<file path="src/rtl/seq_scan_ctrl_if.sv">
// seq_scan_ctrl_if
//   Groups the scan request, configuration, serial input and result
//   signals of seq_scan_ctrl into one bundle.
//
//   master : drives start, cfg_*, in, in_valid; observes the results
//   slave  : the controller; consumes requests and drives busy, done,
//            match_pulse and match_count
//
//   Signals
//     start        request a scan (sampled only while idle)
//     cfg_pattern  target pattern, bit [len-1] is the oldest bit in time
//     cfg_len      pattern length, 0 behaves as 1, above 8 behaves as 8
//     cfg_window   number of valid serial bits to scan
//     cfg_overlap  1 = overlapping matches count, 0 = non-overlapping
//     in           serial data bit
//     in_valid     qualifies in
//     busy         scan in progress (LOAD or SCAN)
//     done         one-cycle completion pulse
//     match_pulse  one-cycle pulse per counted match
//     match_count  matches counted, saturating at 255
interface seq_scan_ctrl_if;
  logic       start;
  logic [7:0] cfg_pattern;
  logic [3:0] cfg_len;
  logic [7:0] cfg_window;
  logic       cfg_overlap;
  logic       in;
  logic       in_valid;
  logic       busy;
  logic       done;
  logic       match_pulse;
  logic [7:0] match_count;

  modport master (
    output start,
    output cfg_pattern,
    output cfg_len,
    output cfg_window,
    output cfg_overlap,
    output in,
    output in_valid,
    input  busy,
    input  done,
    input  match_pulse,
    input  match_count
  );

  modport slave (
    input  start,
    input  cfg_pattern,
    input  cfg_len,
    input  cfg_window,
    input  cfg_overlap,
    input  in,
    input  in_valid,
    output busy,
    output done,
    output match_pulse,
    output match_count
  );
endinterface

</file>
<file path="src/rtl/seq_scan_ctrl.sv">
// seq_scan_ctrl
//   Scans a window of valid serial bits for a configurable pattern of
//   1..8 bits and counts the matches, optionally allowing overlap.
//
//   Ports
//     clk    : single clock, rising edge
//     reset  : asynchronous, active-high; returns to IDLE and clears all
//     bus    : seq_scan_ctrl_if.slave (request, config, serial in, results)
//
//   state | meaning
//   ------+--------------------------------------------------------------
//   IDLE  | waiting for start; match_count holds the last result
//   LOAD  | one cycle: latch config, clear history/fill/match_count
//   SCAN  | consume valid bits until the window is exhausted
//   DONE  | one cycle: done=1, then back to IDLE
module seq_scan_ctrl (
  input  logic           clk,
  input  logic           reset,
  seq_scan_ctrl_if.slave bus
);

  localparam logic [1:0] ST_IDLE = 2'd0;
  localparam logic [1:0] ST_LOAD = 2'd1;
  localparam logic [1:0] ST_SCAN = 2'd2;
  localparam logic [1:0] ST_DONE = 2'd3;

  logic [1:0] state;

  // latched configuration, frozen for the whole scan
  logic [7:0] pat_q;
  logic [3:0] len_q;
  logic       ovl_q;

  // scan progress
  logic [7:0] rem_q;    // valid bits still to consume
  logic [7:0] hist_q;   // newest bit in bit 0
  logic [3:0] fill_q;   // bits in history that may take part in a match
  logic [7:0] cnt_q;
  logic       pulse_q;

  logic [3:0] len_clamped;
  logic [7:0] hist_nxt;
  logic [3:0] fill_nxt;
  logic [7:0] len_mask;
  logic       hit;

  always_comb begin
    len_clamped = bus.cfg_len;
    if (bus.cfg_len == 4'd0) begin
      len_clamped = 4'd1;
    end else if (bus.cfg_len > 4'd8) begin
      len_clamped = 4'd8;
    end
  end

  // Match evaluation looks at the history as it will be after the
  // current bit is shifted in, so the bit itself takes part.
  always_comb begin
    hist_nxt = {hist_q[6:0], bus.in};
    fill_nxt = (fill_q == 4'd8) ? 4'd8 : fill_q + 4'd1;
    len_mask = 8'hFF >> (4'd8 - len_q);
    hit      = (((hist_nxt ^ pat_q) & len_mask) == 8'h00) && (fill_nxt >= len_q);
  end

  always_ff @(posedge clk or posedge reset) begin
    if (reset) begin
      state   <= ST_IDLE;
      pat_q   <= 8'h00;
      len_q   <= 4'd0;
      ovl_q   <= 1'b0;
      rem_q   <= 8'h00;
      hist_q  <= 8'h00;
      fill_q  <= 4'd0;
      cnt_q   <= 8'h00;
      pulse_q <= 1'b0;
    end else begin
      pulse_q <= 1'b0;
      case (state)
        ST_IDLE: begin
          if (bus.start) begin
            state <= ST_LOAD;
          end
        end

        ST_LOAD: begin
          pat_q  <= bus.cfg_pattern;
          len_q  <= len_clamped;
          rem_q  <= bus.cfg_window;
          ovl_q  <= bus.cfg_overlap;
          hist_q <= 8'h00;
          fill_q <= 4'd0;
          cnt_q  <= 8'h00;
          state  <= (bus.cfg_window == 8'h00) ? ST_DONE : ST_SCAN;
        end

        ST_SCAN: begin
          if (bus.in_valid) begin
            hist_q <= hist_nxt;
            rem_q  <= rem_q - 8'd1;
            if (hit) begin
              pulse_q <= 1'b1;
              if (cnt_q != 8'hFF) begin
                cnt_q <= cnt_q + 8'd1;
              end
              // non-overlapping: the matched bits may not be reused
              fill_q <= ovl_q ? fill_nxt : 4'd0;
            end else begin
              fill_q <= fill_nxt;
            end
            if (rem_q == 8'd1) begin
              state <= ST_DONE;
            end
          end
        end

        ST_DONE: begin
          state <= ST_IDLE;
        end

        default: begin
          state <= ST_IDLE;
        end
      endcase
    end
  end

  assign bus.busy        = (state == ST_LOAD) || (state == ST_SCAN);
  assign bus.done        = (state == ST_DONE);
  assign bus.match_pulse = pulse_q;
  assign bus.match_count = cnt_q;

endmodule

</file>
<file path="src/flat_wrapper.sv">
// flat-port wrapper written by rule: the top's interface ports become plain ports
module seq_scan_ctrl_flat 
  (clk, reset, bus_start, bus_cfg_pattern, bus_cfg_len, bus_cfg_window, bus_cfg_overlap, bus_in, bus_in_valid, bus_busy, bus_done, bus_match_pulse, bus_match_count);
  seq_scan_ctrl_if bus_i ();
  input  logic clk;
  input  logic reset;
  input wire logic [$bits(bus_i.start)-1:0] bus_start;
  input wire logic [$bits(bus_i.cfg_pattern)-1:0] bus_cfg_pattern;
  input wire logic [$bits(bus_i.cfg_len)-1:0] bus_cfg_len;
  input wire logic [$bits(bus_i.cfg_window)-1:0] bus_cfg_window;
  input wire logic [$bits(bus_i.cfg_overlap)-1:0] bus_cfg_overlap;
  input wire logic [$bits(bus_i.in)-1:0] bus_in;
  input wire logic [$bits(bus_i.in_valid)-1:0] bus_in_valid;
  output wire logic [$bits(bus_i.busy)-1:0] bus_busy;
  output wire logic [$bits(bus_i.done)-1:0] bus_done;
  output wire logic [$bits(bus_i.match_pulse)-1:0] bus_match_pulse;
  output wire logic [$bits(bus_i.match_count)-1:0] bus_match_count;
  assign bus_i.start = bus_start;
  assign bus_i.cfg_pattern = bus_cfg_pattern;
  assign bus_i.cfg_len = bus_cfg_len;
  assign bus_i.cfg_window = bus_cfg_window;
  assign bus_i.cfg_overlap = bus_cfg_overlap;
  assign bus_i.in = bus_in;
  assign bus_i.in_valid = bus_in_valid;
  assign bus_busy = bus_i.busy;
  assign bus_done = bus_i.done;
  assign bus_match_pulse = bus_i.match_pulse;
  assign bus_match_count = bus_i.match_count;
  seq_scan_ctrl u_core (.clk(clk), .reset(reset), .bus(bus_i));
endmodule
</file>
<file path="config.mk">
export PLATFORM = sky130hd
export DESIGN_NAME = seq_scan_ctrl_flat
export DESIGN_NICKNAME = d
export VERILOG_FILES = /design/src/rtl/seq_scan_ctrl_if.sv /design/src/rtl/seq_scan_ctrl.sv /design/src/flat_wrapper.sv
export SDC_FILE = /design/constraint.sdc
export NUM_CORES = 1
export LEC_CHECK = 0
export ABC_AREA = 1
export BUFFER_PORTS_ARGS = -buffer_cell sky130_fd_sc_hd__buf_2
export CORE_MARGIN = 10
export CORE_UTILIZATION = 40
export DETAILED_ROUTE_END_ITERATION = 7
export PLACE_DENSITY = 0.57
export SYNTH_ARGS = -nofsm -noshare
export SYNTH_HDL_FRONTEND = slang
export SYNTH_SLANG_ARGS = --single-unit
</file>
<file path="constraint.sdc">
create_clock -name clk -period 3.1 [get_ports clk]
set_clock_uncertainty 0.05 [all_clocks]
set_input_delay 0.62 -clock clk [delete_from_list [all_inputs] [get_ports clk]]
set_output_delay 0.62 -clock clk [all_outputs]
set_load 0.005 [all_outputs]
</file>
==> results of run 1 <==
==> worst max path at each step <==
stage	end	cells past startpoint	start	slack, ns
after floorplan	u_core.bus.match_count[5]	11	u_core.fill_q[0]	1.23
after global placement	u_core.fill_q[1]	10	u_core.state[0]	0.99
after detailed placement	u_core.fill_q[1]	12	u_core.len_q[0]	1.0
after CTS	u_core.fill_q[1]	12	u_core.len_q[0]	0.97
after global routing	u_core.bus.match_count[4]	12	u_core.fill_q[0]	0.80
final	u_core.fill_q[1]	12	u_core.len_q[0]	0.98
==> metrics by stage <==
step / power (W) / instances / worst slack [ns] / util (%)
after floorplan: 0.00202 / 318 / 1.23 / -
after global routing: 0.00312 / 435 / 0.803 / 48.5
after global placement: 0.00235 / 427 / 0.994 / 46.5
after CTS: 0.00283 / 435 / 0.970 / 48.5
after detailed placement: 0.00236 / 427 / 0.998 / 46.5
final: 0.00279 / 435 / 0.980 / 48.5
==> cell usage after synthesis, types with 2 or more instances <==
master | instances | area (µm²)
inv_2 | 12 | 45.0
nor3_1 | 3 | 15.0
nand3_1 | 20 | 100
inv_1 | 34 | 128
o21ai_1 | 8 | 40.0
a21oi_1 | 12 | 60.1
nor2_4 | 4 | 45.0
buf_2 | 3 | 15.0
o22ai_1 | 12 | 75.1
nor2_1 | 26 | 97.6
ha_1 | 17 | 213
o211ai_1 | 5 | 37.5
o21a_1 | 2 | 15.0
o21ai_0 | 13 | 65.1
o21bai_1 | 3 | 22.5
nand4_1 | 3 | 18.8
xor2_1 | 3 | 26.3
nand2_2 | 2 | 12.5
xnor2_1 | 3 | 26.3
nand2_1 | 76 | 285
dfrtp_1 | 43 | 1080
==> area by class of cell <==
type	instances	area, µm²	area share, %
clock buffer	6	82.6	2.83
inverter	47	179	6.12
sequential	43	1080	36.8
tap	75	93.8	3.21
multi-input combinational	222	1240	42.6
timing repair buffer	40	210	7.19
clock inverter	2	35.0	1.20
==> registers in the layout, indices dropped and copies added, names as in the netlist <==
name,flops
u_core.bus.match_count,8
u_core.ovl_q,1
u_core.fill_q,4
u_core.len_q,4
u_core.state,2
u_core.pat_q,8
u_core.rem_q,8
u_core.bus.match_pulse,1
u_core.hist_q,7
==> power groups by stage <==
stage               Sequential, W  Combinational, W  Clock, W
floorplan                0.000923           0.00110         0
global placement         0.000960           0.00139         0
detailed placement       0.000962           0.00140         0
CTS                      0.000952           0.00141  0.000473
global route             0.000981           0.00163  0.000500
finish                   0.000951           0.00139  0.000456
==> worst max-delay path, stage by stage, from the launching register on <==
cell      delay, ns
dfrtp_1        0.41
inv_1          0.10
ha_1           0.23
ha_1           0.31
nand2_1        0.06
nand3_1        0.08
nand3_1        0.07
nor2_1         0.08
nand2_1        0.08
nand2_1        0.15
nand2_1        0.13
nor2_1         0.18
o21bai_1       0.09
==> metal layers <==
| metal | part of all wire, % | GRT usage, % | wire [µm] | vias to the layer above |
|---|---|---|---|---|
| li1 | - | - | - | 1117 |
| met1 | 47 | 14.6 | 2650 | 980 |
| met2 | 46 | 19.5 | 2640 | 44 |
| met3 | 5.9 | 3.81 | 336 | 6 |
| met4 | 0.99 | 3.20 | 56 | 0 |
| met5 | 0 | 0 | 0 | - |
==> logic make-up (layout without fill, tap and decap cells) <==
| family | count (synthesis) | after routing | synth area share [%] |
|---|---|---|---|
| AO/OA/AOI/OAI | 57 | 57 | 13.1 |
| XOR/XNOR | 6 | 6 | 2.07 |
| adder cells (fa/ha/maj) | 17 | 17 | 8.38 |
| buffers and inverters | 53 | 95 | 8.53 |
| flip-flops | 43 | 43 | 42.4 |
| AND/OR/NAND/NOR | 142 | 142 | 25.5 |
==> impl_metrics.csv, run 1 <==
group,metric,value,unit
logic_synthesis,yosysWarningCount,0,
placed_design,postPlaceCellArea,0.00280,mm²
drt,drc,0,
floorplanning,dieArea,0.00993,mm²
timing,timing.slew.headroom,62.3,%
global_route,grt_overflow,0,
floorplanning,std_cell_rows,28,
setup_path,r2r_end,"u_core.fill_q[1]",
finish,n_antenna_cell,0,
cts,ctsResizeCount,0,
global_route,grt_pass1_wl,9940,µm
power_and_ir_drop,pwr-share-comb,49.6,%
setup_path,crit_fanout,4,
finish,drive_above_1_share,19.7,%
cts,htreeDepth,2,
timing,whs,0.399,ns
drt,drtAntennaViolNets,0,
setup_path,timing.rr.start,"u_core.len_q[0]",
run,maxCapViolCount,0,
hold_path,hp-class,"in2async",
cts,clockBufferDepth,2,
global_route,grt_max_degree,44,
logic_synthesis,ys_seq_elements,43,
timing,tightest_slew,0.565,ns
global_route,track_usage,11.9,%
finish,fillers,598,
placed_design,place_congestion,0.828,
setup_path,r2r_slack,0.98,ns
power_and_ir_drop,ir_drop,0.378,mV
finish,final_area,0.00292,mm²
finish,area_growth,15.1,%
logic_synthesis,synth_ff_type,"dfrtp_1",
timing,hold_viol_final,0,
placed_design,post-dp-hpwl,4340,µm
logic_synthesis,syn_area,0.00254,mm²
timing,fmax,0.472,GHz
logic_synthesis,synth_edf_count,0,
drt,drtIter0Drc,66,
outcome,outcome,"finished, final reports clean",
cts,worstSkewPairLatency,0.29,ns
finish,layout_commonest_cell,"nand2_1",
floorplanning,boundaryPins,37,
cts,cts_sinks,43,
finish,fin_nets,402,
floorplanning,floorplan.initialDensity,42.1,%
setup_path,cp-start-kind,"flop",
power_and_ir_drop,power.switching,0.00123,W
cts,cts_made_buffers,5,
timing,maxSlewViolCount,0,
power_and_ir_drop,leakagePower,1.48,nW
drt,routedWlPerCell,13.1,µm
timing,fin_tns_setup,0,ns
setup_path,criticalPathCategory,"reg2reg",
drt,vias_per_cell,4.94,
power_and_ir_drop,power.share.clock,16.3,%
global_route,grt_pass1_vias,2204,
drt,firstDrtPassIters,4,
cts,ctsRootBufferMaster,"clkbuf_8",
finish,final_cell_mix,"nand2_1 (76), dfrtp_1 (43), buf_2 (36), inv_1 (34), nor2_1 (26)",
logic_synthesis,ys_async_sr_fraction,100,%
power_and_ir_drop,powerDensity,956,mW/mm²
timing,fin_crit,2.12,ns
power_and_ir_drop,sw_frac_of_total,44.0,%
power_and_ir_drop,intPower,0.00157,W
timing,setup_viol,0,
global_route,grt_antenna_before_repair,0,
floorplanning,core_area,0.00603,mm²
power_and_ir_drop,p_seq_share,34.0,%
drt,totalWireLength,5680,µm
placed_design,port_buffers,36,
logic_synthesis,ys_seq_area_share,42.4,%
setup_path,cp_data_required_time,3.22,ns
timing,finalCritPeriodShare,68.4,%
cts,tritoncts,"yes",
logic_synthesis,avgSynthCellArea,7.98,µm²
floorplanning,die_h,99.6,µm
setup_path,worstPathArrival,2.24,ns
cts,cts_setup_buffers,0,
setup_path,cp-end-kind,"flop",
setup_path,r2r_cells,12,
logic_synthesis,yosys.cell_types.count,35,
logic_synthesis,postSynthCellCount,318,
drt,num_vias,2147,
cts,path_clk_slew,0.08,ns
timing,rsz0062_at_grt,"false",
floorplanning,fp.dieW,99.6,µm
logic_synthesis,synth_nets,361,
cts,hold_buffers,0,
No activity file was read; power rests on OpenSTA's default activity.
==> inputs of run 2 (changes only) <==
- PLACE_DENSITY: 0.57 -> 0.6
- clock period: 3.1 -> 1.9 ns (I/O delays scaled with it)
==> run 2 against run 1 <==
  * Final cell count grew 4.1%
  * Final area is 9.2% higher
  * Highest routed layer unchanged
  * Sequential share of layout area is 3.1 points lower
  * The run now ends with negative setup slack left
  * Sequential power increased by 63%
  * Largest cell class unchanged
  * Largest power group unchanged
  * Count of clock-buffer cells in the layout stayed put
==> impl_metrics.csv, run 2 (same netlist as run 1, synthesis figures left out) <==
group,metric,value,unit
finish,layout_commonest_cell,"nand2_1",
drt,vias_per_cell,4.98,
placed_design,place_congestion,0.816,
outcome,failed_checks,"negative setup slack",
finish,fillers,589,
global_route,track_usage,12.3,%
cts,cts_sinks,43,
finish,multi_input_area,0.00139,mm²
global_route,grt_pass1_wl,10200,µm
finish,drive_above_1_share,29.1,%
placed_design,dp_slack,-0.188,ns
power_and_ir_drop,ir_drop,0.868,mV
drt,drc,0,
timing,hold_viol_final,0,
drt,totalWireLength,5970,µm
outcome,outcome,"complete, but fails checks",
global_route,use_met3,2.70,%
floorplanning,floorplan.initialDensity,42.1,%
cts,htreeDepth,2,
setup_path,criticalPathCategory,"reg2reg",
floorplanning,fp.dieW,99.6,µm
setup_path,cp-start-kind,"flop",
global_route,grt_pass1_vias,2195,
power_and_ir_drop,p_total,0.00518,W
floorplanning,dieArea,0.00993,mm²
drt,routedWlPerCell,13.2,µm
cts,hold_buffers,0,
timing,rsz0062_at_grt,"true",
floorplanning,std_cell_rows,28,
cts,clockBufferDepth,2,
power_and_ir_drop,leakagePower,1.59,nW
global_route,grt_max_degree,44,
global_route,grtUsageMet1,15.6,%
cts,cts_made_buffers,5,
drt,drtAntennaViolNets,0,
placed_design,port_buffers,36,
cts,tritoncts,"yes",
power_and_ir_drop,powerDensity,1620,mW/mm²
finish,n_antenna_cell,0,
drt,drtIter0Drc,117,
finish,area_growth,25.7,%
drt,num_vias,2255,
floorplanning,core_area,0.00603,mm²
floorplanning,die_h,99.6,µm
global_route,grt_busiest_layer,"met2",
setup_path,cp-end-kind,"flop",
placed_design,dp.cells,439,
timing,setup_viol,12,
finish,fin_nets,420,
run,maxCapViolCount,0,
timing,finalWorstSetupSlack,-0.0943,ns
setup_path,crit_fanout,4,
cts,ctsRootBufferMaster,"clkbuf_8",
global_route,grt_antenna_before_repair,0,
cts,path_clk_slew,0.09,ns
timing,fin_crit,1.99,ns
timing,maxSlewViolCount,0,
hold_path,hp-class,"in2async",
setup_path,cp_data_required_time,2.05,ns
setup_path,worstPathArrival,2.14,ns
drt,firstDrtPassIters,4,
finish,final_cell_mix,"nand2_1 (72), dfrtp_1 (43), buf_2 (36), inv_1 (31), nor2_1 (25)",
global_route,grt_use_met2,19.6,%
placed_design,post-dp-hpwl,4330,µm
timing,tightest_slew,0.286,ns
timing,fin_tns_setup,-0.810,ns
timing,finalCritPeriodShare,105,%
floorplanning,boundaryPins,37,
finish,fin_cells,453,
timing,timing.slew.headroom,80.8,%
timing,fmax,0.501,GHz
cts,worstSkewPairLatency,0.30,ns
global_route,grt_overflow,0,
finish,regArea,0.00108,mm²
[run 2: stage by stage]
step                      hold WS, ns  utilization, %  instance area (µm²)
after floorplan                 0.413               -                 2540
after global placement          0.412            48.2                 2910
after detailed placement        0.414            48.2                 2910
after CTS                      0.0814            51.9                 3130
after global routing            0.101            52.9                 3190
final                          0.0711            52.9                 3190
[run 2: what timing repair did]
action / 4_1_cts / 5_1_grt
pin swaps: 5 / 4
gates cloned: 1 / 0
endpoints found under the setup margin: 13 / 22
buffers inserted: 4 / 1
gates resized for setup: 17 / 13
[run 2: final timing paths]
check,start,to,slack (ns),depth (start not counted)
max,u_core.fill_q[0],u_core.bus.match_count[0],-0.09,13
min,reset,u_core.bus.match_count[4],0.07,3
max reg2reg,u_core.fill_q[0],u_core.bus.match_count[0],-0.09,13
min reg2reg,u_core.pat_q[4],u_core.pat_q[4],0.44,2
max in group asynchronous,reset,u_core.hist_q[4],1.51,3
min in group clk,bus_cfg_pattern[4],u_core.pat_q[4],0.23,3
[run 2: worst max-delay path, cell delays in order, from the launching register on]
cell and delay, ns:
dfrtp_1 0.43, inv_2 0.09, ha_4 0.13, nand2_4 0.06
nand3_2 0.06, o21a_1 0.12, inv_2 0.05, ha_4 0.26
nand4_1 0.13, nand3_4 0.15, buf_6 0.11, nand3_4 0.11
nand3_2 0.08, nand2_1 0.05
[run 2: metal layers]
layer | vias up | part of all wire [%] | wire (µm)
li1 | 1159 | - | -
met1 | 1037 | 46 | 2770
met2 | 47 | 47 | 2830
met3 | 12 | 4.1 | 244
met4 | 0 | 2.2 | 131
met5 | - | 0 | 0
[run 2: where the power goes]
part           internal, W  total, W  switching, W
logic              0.00126   0.00300       0.00174
clock network     0.000297  0.000636      0.000339
registers          0.00128   0.00155      0.000266
total              0.00284   0.00518       0.00234
[run 2: layout make-up]
cell class                      count  share of cell area [%]
Clock buffer                        6                    2.59
Inverter                           47                    5.69
Tap cell                           75                    2.94
Sequential cell                    43                    33.7
Multi-Input combinational cell    223                    43.5
Clock inverter                      2                   0.510
Timing Repair Buffer               57                    11.1
==> inputs of run 3 (changes only) <==
- CORE_UTILIZATION: 40 -> 35
- PLACE_DENSITY: 0.6 -> 0.53
==> run 3 against run 2 <==
  * The run still ends with negative setup slack left
  * Routed wire length rose by 5.3%
  * Final cell count rose by 4.0%
  * First-iteration DRC count fell by 30%
  * Core utilization fell by 5.7 points
  * Sequential power barely moved
  * Worst setup slack improved by 0.034 ns
  * Hold slack got worse by 0.00073 ns
  * Fmax rose by 1.7%
  * Die area rose by 11%
  * Non-clock buffer count fell by 3
  * Sequential share of layout area fell by 0.76 points
  * Combinational power rose by 3%
==> impl_metrics.csv, run 3 (same netlist as run 1, synthesis figures left out) <==
group,metric,value,unit
cts,cts_made_buffers,5,
timing,setup_viol,12,
finish,layout_commonest_cell,"nand2_1",
floorplanning,floorplan.initialDensity,36.7,%
timing,finalCritPeriodShare,103,%
power_and_ir_drop,power.share.clock,15.8,%
cts,ctsRootBufferMaster,"clkbuf_8",
finish,final_cell_mix,"nand2_1 (68), dfrtp_1 (43), buf_2 (36), inv_1 (31), nor2_1 (25)",
drt,totalWireLength,6290,µm
hold_path,hp-class,"in2async",
drt,num_vias,2211,
drt,routedWlPerCell,13.3,µm
timing,fmax,0.510,GHz
floorplanning,die_h,105,µm
drt,drc,0,
finish,area_growth,28.6,%
floorplanning,boundaryPins,37,
cts,worstSkewPairLatency,0.30,ns
placed_design,dp_slack,-0.154,ns
timing,hold_viol_final,0,
timing,fin_crit,1.96,ns
placed_design,port_buffers,36,
placed_design,post-dp-hpwl,4610,µm
global_route,grt_pass1_vias,2236,
placed_design,place_congestion,0.778,
power_and_ir_drop,power.switching,0.00236,W
setup_path,crit_buf_inv,2,
cts,cts_sinks,43,
timing,timing.slew.headroom,80.2,%
drt,firstDrtPassIters,4,
setup_path,cp_data_required_time,2.05,ns
setup_path,crit_fanout,7,
floorplanning,std_cell_rows,30,
timing,rsz0062_at_grt,"true",
cts,tritoncts,"yes",
finish,drive_above_1_share,29.9,%
global_route,grt_max_degree,44,
timing,tightest_slew,0.296,ns
setup_path,crit_chain,"inv_2 -> ha_4 -> nand2_4 -> nand3_2 -> o21a_1 -> inv_2 -> ha_4 -> o211ai_1 -> nand3_2 -> nand3_4 -> nand2_8 -> nand2_2 -> nand2_1",
power_and_ir_drop,pwr-share-comb,56.0,%
drt,vias_per_cell,4.69,
setup_path,criticalPathCategory,"reg2reg",
cts,htreeDepth,2,
setup_path,slowest_delay,0.42,ns
global_route,grt_antenna_before_repair,0,
floorplanning,fp.dieW,105,µm
power_and_ir_drop,leakagePower,1.60,nW
power_and_ir_drop,intPower,0.00314,W
run,maxCapViolCount,0,
global_route,grt_overflow,0,
floorplanning,dieArea,0.0111,mm²
global_route,grt_pass1_wl,10500,µm
power_and_ir_drop,ir_drop,0.573,mV
outcome,failed_checks,"negative setup slack",
finish,fin_util,47.3,%
timing,maxSlewViolCount,0,
floorplanning,core_area,0.00691,mm²
cts,path_clk_slew,0.09,ns
cts,clockBufferDepth,2,
power_and_ir_drop,powerDensity,1680,mW/mm²
setup_path,cp-end-kind,"flop",
finish,fin_nets,417,
timing,finalWorstSetupSlack,-0.0603,ns
setup_path,cp_top_family,"simple AND/OR/NAND/NOR gates",
cts,hold_buffers,0,
setup_path,cp-start-kind,"flop",
setup_path,cp_slowest_cell,"dfrtp_1",
setup_path,worstPathArrival,2.11,ns
drt,drtIter0Drc,82,
global_route,track_usage,11.3,%
drt,drtAntennaViolNets,0,
power_and_ir_drop,sw_frac_of_total,43.0,%
finish,n_antenna_cell,0,
outcome,outcome,"complete, but fails checks",
power_and_ir_drop,p_seq_share,28.2,%
run 3: path summary, 6_finish.rpt:
path	slack, ns	cells after the start	end	startpoint
max in group asynchronous	1.51	3	u_core.len_q[3]	reset
worst min register to register	0.45	2	u_core.pat_q[4]	u_core.pat_q[4]
worst max register to register	-0.06	13	u_core.bus.match_count[3]	u_core.fill_q[1]
worst max-delay path	-0.06	13	u_core.bus.match_count[3]	u_core.fill_q[1]
worst min-delay path	0.07	3	u_core.bus.match_count[4]	reset
min in group clk	0.22	3	u_core.pat_q[4]	bus_cfg_pattern[4]
run 3: what timing repair did:
item,in CTS,in global routing
endpoints found under the setup margin,13,14
cloned,1,0
resized for setup,17,18
pin swaps,6,7
hold endpoints to repair,0,0
setup buffers,3,0
run 3: metrics by stage:
step	power, W	area, µm²	cells	hold slack, ns	TNS (ns)
finish	0.00550	3260	471	0.0704	-0.534
global route	0.00602	3260	471	0.0937	-1.87
CTS	0.00539	3190	471	0.0829	-0.297
detailed placement	0.00403	2930	459	0.418	-1.40
global placement	0.00399	2930	459	0.413	-1.46
floorplan	0.00330	2540	318	0.413	0
run 3: area by class of cell:
cell class              count  area (µm²)
clock inverters             2        60.1
inverters                  47         181
well taps                  96         120
clock buffers               6        72.6
repair buffers             54         344
multi-input cells         223        1410
flip-flops and latches     43        1080
fillers                   756        3640
run 3: power by group through the flow:
stage | Clock, W | Combinational (W) | Sequential [W]
after floorplan | 0 | 0.00180 | 0.00151
after global placement | 0 | 0.00245 | 0.00154
after detailed placement | 0 | 0.00248 | 0.00155
after CTS | 0.000886 | 0.00296 | 0.00154
after global routing | 0.000920 | 0.00349 | 0.00161
final | 0.000869 | 0.00308 | 0.00155
run 3: tightest hold or removal path, cell delays in order:
cell and delay [ns]:
buf_2 0.09, inv_1 0.08, buf_12 0.26
run 3: per-layer routing:
layer	vias to the layer above	GRT usage (%)	wire length, µm
met5	-	0	0
met4	0	3.63	71
met3	4	3.26	247
met2	29	18.1	2960
met1	1023	14.4	3010
li1	1155	-	-
